--- src/rtl/vga_capture.sv ---
// vga_capture: samples a pixel-strobed VGA stream and emits framebuffer writes.
// Ports:
//   clk, reset        - sole clock, asynchronous active-high reset
//   pix_en            - one-clk pixel strobe; VGA inputs valid only when high
//   enable            - capture permitted (acted on only when leaving/entering IDLE)
//   vga_color/hsync/vsync/blank_n - incoming VGA stream
//   sig_write/pixel/color - framebuffer write strobe, address, data
//   frame_done        - one-clk pulse per completed frame
//   line_err/frame_err - sticky geometry errors
//   busy              - high while ARMED or CAPTURE
module vga_capture #(
    parameter int   H_ACTIVE     = 800,
    parameter int   V_ACTIVE     = 600,
    parameter logic HSYNC_ACTIVE = 1'b0,
    parameter logic VSYNC_ACTIVE = 1'b1
) (
    input  logic        clk,
    input  logic        reset,
    input  logic        pix_en,
    input  logic        enable,
    input  logic [23:0] vga_color,
    input  logic        vga_hsync,
    input  logic        vga_vsync,
    input  logic        vga_blank_n,
    output logic        sig_write,
    output logic [19:0] pixel,
    output logic [23:0] color,
    output logic        frame_done,
    output logic        line_err,
    output logic        frame_err,
    output logic        busy
);

    localparam logic [1:0] S_IDLE    = 2'd0;
    localparam logic [1:0] S_ARMED   = 2'd1;
    localparam logic [1:0] S_CAPTURE = 2'd2;

    localparam logic [19:0] L_TOTAL = 20'(H_ACTIVE * V_ACTIVE);
    localparam logic [10:0] L_H     = 11'(H_ACTIVE);
    localparam logic [10:0] L_V     = 11'(V_ACTIVE);

    logic [1:0]  r_state;
    logic [10:0] r_x;
    logic [10:0] r_y;
    logic [19:0] r_addr;
    logic        r_vs_d;
    logic        r_hs_d;
    logic        r_bn_d;
    logic        r_write;
    logic [19:0] r_pixel;
    logic [23:0] r_color;
    logic        r_fdone;
    logic        r_lerr;
    logic        r_ferr;

    logic w_vs_on;
    logic w_vs_rise;
    logic w_hs_rise;
    logic w_bn_fall;
    logic w_unused_hs;

    // Edges compare the current sample with the previous *sampled* value,
    // so history only advances on pix_en.
    assign w_vs_on   = (vga_vsync == VSYNC_ACTIVE);
    assign w_vs_rise = w_vs_on && (r_vs_d != VSYNC_ACTIVE);
    assign w_hs_rise = (vga_hsync == HSYNC_ACTIVE) && (r_hs_d != HSYNC_ACTIVE);
    assign w_bn_fall = r_bn_d && !vga_blank_n;

    // hsync edge is tracked for history only; addressing ignores it.
    assign w_unused_hs = w_hs_rise;

    always_ff @(posedge clk or posedge reset) begin
        if (reset) begin
            r_state <= S_IDLE;
            r_x     <= '0;
            r_y     <= '0;
            r_addr  <= '0;
            r_vs_d  <= 1'b0;
            r_hs_d  <= 1'b0;
            r_bn_d  <= 1'b0;
            r_write <= 1'b0;
            r_pixel <= '0;
            r_color <= '0;
            r_fdone <= 1'b0;
            r_lerr  <= 1'b0;
            r_ferr  <= 1'b0;
        end else begin
            r_write <= 1'b0;
            r_fdone <= 1'b0;
            if (pix_en) begin
                r_vs_d <= vga_vsync;
                r_hs_d <= vga_hsync;
                r_bn_d <= vga_blank_n;
                case (r_state)
                    S_IDLE: begin
                        if (w_vs_rise && enable) begin
                            r_state <= S_ARMED;
                            r_lerr  <= 1'b0;
                            r_ferr  <= 1'b0;
                        end
                    end
                    S_ARMED: begin
                        if (!w_vs_on) begin
                            r_state <= S_CAPTURE;
                            r_x     <= '0;
                            r_y     <= '0;
                            r_addr  <= '0;
                        end
                    end
                    S_CAPTURE: begin
                        if (w_vs_rise) begin
                            // Frame boundary takes priority over active video.
                            r_fdone <= 1'b1;
                            if (r_y != L_V) begin
                                r_ferr <= 1'b1;
                            end
                            r_state <= enable ? S_ARMED : S_IDLE;
                        end else if (!w_vs_on) begin
                            if (vga_blank_n) begin
                                // x tracks line length even after the
                                // address has run out.
                                if (r_x != '1) begin
                                    r_x <= r_x + 11'd1;
                                end
                                if (r_addr < L_TOTAL) begin
                                    r_write <= 1'b1;
                                    r_pixel <= r_addr;
                                    r_color <= vga_color;
                                    r_addr  <= r_addr + 20'd1;
                                end else begin
                                    r_ferr <= 1'b1;
                                end
                            end else if (w_bn_fall) begin
                                if (r_x != L_H) begin
                                    r_lerr <= 1'b1;
                                end
                                if (r_y != '1) begin
                                    r_y <= r_y + 11'd1;
                                end
                                r_x <= '0;
                            end
                        end
                    end
                    default: r_state <= S_IDLE;
                endcase
            end
        end
    end

    assign sig_write  = r_write;
    assign pixel      = r_pixel;
    assign color      = r_color;
    assign frame_done = r_fdone;
    assign line_err   = r_lerr;
    assign frame_err  = r_ferr;
    assign busy       = (r_state != S_IDLE);

endmodule

--- config.mk ---
export PLATFORM = sky130hd
export DESIGN_NAME = vga_capture
export DESIGN_NICKNAME = d
export VERILOG_FILES = /design/src/rtl/vga_capture.sv
export SDC_FILE = /design/constraint.sdc
export NUM_CORES = 1
export LEC_CHECK = 0
export CELL_PAD_IN_SITES_DETAIL_PLACEMENT = 1
export CELL_PAD_IN_SITES_GLOBAL_PLACEMENT = 1
export CORE_ASPECT_RATIO = 2
export CORE_UTILIZATION = 41
export DETAILED_ROUTE_END_ITERATION = 10
export GPL_TIMING_DRIVEN = 0
export PLACE_DENSITY_LB_ADDON = 0.05
export SLEW_MARGIN = 5
export SYNTH_ARGS = -nofsm -noshare
export SYNTH_HDL_FRONTEND = slang
export SYNTH_SLANG_ARGS = --single-unit
--- constraint.sdc ---
create_clock -name clk -period 3.95 [get_ports clk]
set_clock_uncertainty 0.1 [all_clocks]
set_input_delay 1.185 -clock clk [delete_from_list [all_inputs] [get_ports clk]]
set_output_delay 1.185 -clock clk [all_outputs]
set_load 0.02 [all_outputs]
==> metrics.md <==
| Metric | Value |
|---|---|
| Status | `completed` |
| Synthesized cell area | `0.004453 mm²` |
| Routability cong. | `a little under 0.8` |
| Clk_lat worst skew | `roughly 0.35 ns` |
| GRT overflow | `0` |
| Max-slew headroom | `0.4681` |
| CP Data Required Time | `4.07 ns` |
| Antenna diode count | `0` |
| Final wirelength | `11610 µm` |
| Yosys cell types | `63` |
| TritonCTS buffer count | `9` |
| H-tree levels | `3` |
| Worst stage delay on the critical path | `about 0.59 ns` |
| Critical-path cell list | `clkdlybuf4s50_1, nor4bb_1, o21a_1, clkbuf_1, nand3_1, xor2_1, nor2_1` |
| Post-CTS Setup Inserts | `0` |
| Max Root-Sink Buffers | `2` |
| Post-route ant nets | `0` |
| Setup violators final | `0` |
| Fin cells | `about 630` |
| DP HPWL | `8509 µm` |
| Power Dens Cells | `526.6 mW/mm²` |
| Hold Crit Start | `line_err` |
| Final Cell Area | `0.005737 mm²` |
| Synth Net Count | `430` |
| DIE WIDTH | `75.69 µm` |
| Sequential area share after synthesis | `0.5282` |
| Pin count of the biggest net entering global routing | `55` |
| P_leak | `2.526 nW` |
| CP Buf/Inv Count | `2` |
| TritonCTS clock tree | `done` |
| Post-layout minimum cycle time | `approximately 3.3 ns` |
| Initial core utilization | `0.4223` |
| CTS clk-pin slew, worst paths | `0.07 ns` |
| Max Cap Viol | `0` |
| Area Overhead vs Synth | `28.83%` |
| Post-cts resize count | `0` |
| Top FF cell, synth | `dfrtp_1` |
| Synth area leader | `dfrtp_1` |
| Hold_ws | `approximately 0.4 ns` |
| Synth Warn # | `0` |
| DRC viols | `0` |
| Max VDD drop | `0.0003244 V` |
| Seq. cell area | `0.002352 mm²` |
| Final WS setup | `0.6731 ns` |
| Setup Total Neg Slack | `0 ns` |
| Dpl cell area | `0.005425 mm²` |
| Crit Reg-Reg Startpoint | `r_addr[9]` |
| Cells after Synth | `394` |
| Placement Setup Slack | `0.3249 ns` |
| Port Buffer Count | `77` |
| # fillers | `1114` |
| Post-synthesis async set-or-reset flop share | `1.000` |
| Hold Vio Cnt, Final | `0` |
| Yosys top cell area share | `0.5282` |
| Syn avg cell area | `11.30 µm²` |
| Multi-input gate area | `0.001943 mm²` |
| CTS root buf | `clkbuf_16` |
| Pre-antenna DRT Iters | `4` |
| Max-slew violation count | `0` |
| Dpl cells | `609` |
| Chip height | `149.4 µm` |
| Fmax achieved | `approximately 0.31 GHz` |
| Share of layout cells above drive strength 1 | `0.1926` |
| Fin crit share | `0.8296` |
| CP delay by family, top | `buffers and inverters` |
| Wire length per cell | `about 19 µm` |
| Critical path arrival | `3.39 ns` |
| First-pass GRT wire length | `about 19000 µm` |
| Layout Nets | `519` |
| Via count | `approximately 3400` |
| # IOs | `80` |
| Capturing element type of the critical path | `flop` |
| Yosys reg bits | `94` |
| HP Class | `flop to flop` |
| Vias/cell | `5.501` |
| Slowest cell on the critical path | `clkdlybuf4s50_1` |
| Die area | `0.01131 mm²` |
| Worst-path maximum fanout | `10` |
| Worst Setup SP | `vga_blank_n` |
| Vias in the first global route | `around 3700` |
| Number of synthesized flops with an enable pin | `0` |
| Core Region | `0.01054 mm²` |
| CTS sink cnt | `94` |
| R2R setup slack | `around 1.4 ns` |
| Type of origin of the critical path | `input port` |
| Synth top area cells | `dfrtp_1, mux2_2, xnor2_1, nand2_1, nor2_1` |
| Post-CTS Hold Buffers | `0` |
| Worst-Margin Slew | `approximately 0.8 ns` |
| Total Routing Usage GR | `0.2261` |
| Setup Crit Path Kind | `input port to flop` |
| Initial antenna violation count | `0` |
| Row count | `53` |
| RSZ-0062 raised after global routing | `false` |
| 1st-iter DRT viols | `between 100 and 150` |
==> per-stage QoR <==
step           utilization  power, W
3_3_place_gp        0.5117  0.002079
6_report            0.5441  0.003021
5_1_grt             0.5441  0.003162
4_1_cts             0.5441  0.003057
3_5_place_dp        0.5145  0.002123
2_1_floorplan            -  0.001703
==> worst reg2reg max path, delay by kind of cell, from the launching register on <==
| kind | cells | cell delay, ns |
|---|---|---|
| AO/OA/AOI/OAI | 2 | 0.43 |
| flip-flops | 1 | 0.36 |
| multiplexers | 1 | 0.38 |
| buffers and inverters | 3 | 0.71 |
| AND/OR/NAND/NOR | 2 | 0.50 |
==> worst paths after layout <==
check,cells after the start,to
min in group asynchronous,2,r_x[9]
setup reg to reg,8,color[12]
hold / removal,1,line_err
hold reg to reg,1,line_err
setup / recovery,7,r_y[6]
max in group asynchronous,3,r_y[6]
==> flip-flops by register name, summed over array words and instances, names as in the netlist <==
name,flops
r_x,11
frame_done,1
r_addr,20
sig_write,1
r_y,11
frame_err,1
color,24
r_vs_d,1
pixel,20
r_bn_d,1
r_state,2
line_err,1
==> cell usage in the layout, fill, tap and decap left out, types with 4 or more instances in the layout <==
cell / n
xnor2_1: 13
a211oi_1: 5
a21oi_1: 11
and3_1: 4
mux2_2: 45
and2_1: 5
buf_2: 8
nand4_1: 4
clkbuf_1: 8
and4_1: 4
inv_1: 12
o21ai_0: 9
nor4_1: 5
nand2_1: 30
nand3_1: 15
dfrtp_1: 94
nand2b_1: 4
clkbuf_16: 9
xor2_1: 5
a2111oi_0: 5
clkdlybuf4s50_1: 77
nor2_1: 30
a31oi_1: 4
ha_1: 5
==> synth_stat cells, types with 5 or more instances <==
| cell type | number |
|---|---|
| nand2_1 | 30 |
| nor4_1 | 5 |
| a2111oi_0 | 5 |
| and2_1 | 5 |
| a21oi_1 | 11 |
| nand3_1 | 15 |
| clkbuf_1 | 8 |
| mux2_2 | 45 |
| xnor2_1 | 13 |
| ha_1 | 5 |
| o21ai_0 | 9 |
| buf_2 | 8 |
| dfrtp_1 | 94 |
| inv_1 | 13 |
| xor2_1 | 5 |
| a211oi_1 | 5 |
| nor2_1 | 30 |
==> where the power goes <==
| part | switching [W] | internal, W | leakage (nW) |
|---|---|---|---|
| clock | 0.000420 | 0.000506 | 0.150 |
| sequential | 0.000124 | 0.00113 | 1.27 |
| combinational | 0.000415 | 0.000423 | 1.11 |
==> kinds of logic (layout without fill, tap and decap cells) <==
logic type | after synthesis | in the layout | share of synthesized area
flops | 94 | 94 | 0.5282
compound gates | 63 | 63 | 0.1040
simple gates | 132 | 132 | 0.1624
mux | 48 | 48 | 0.1205
fa+ha+maj | 5 | 5 | 0.01405
xor+xnor | 18 | 18 | 0.03540
buf+inv | 34 | 128 | 0.03540
==> per-layer routing <==
metal | share of wire | track usage
met1 | 0.37 | 0.2434
met2 | 0.57 | 0.4129
met3 | 0.026 | 0.04122
met4 | 0.027 | 0.09722
met5 | 0 | 0
==> area by class of cell <==
type                    instances  share of cell area
plain buffers                  21             0.01897
clock buffers                   9             0.03926
clock inverters                 7             0.01505
inverters                      13            0.008942
multi-input cells             266              0.3387
flip-flops and latches         94              0.4100
well taps                     137             0.02988
repair buffers                 78              0.1391
No activity file was read; power rests on OpenSTA's default activity.
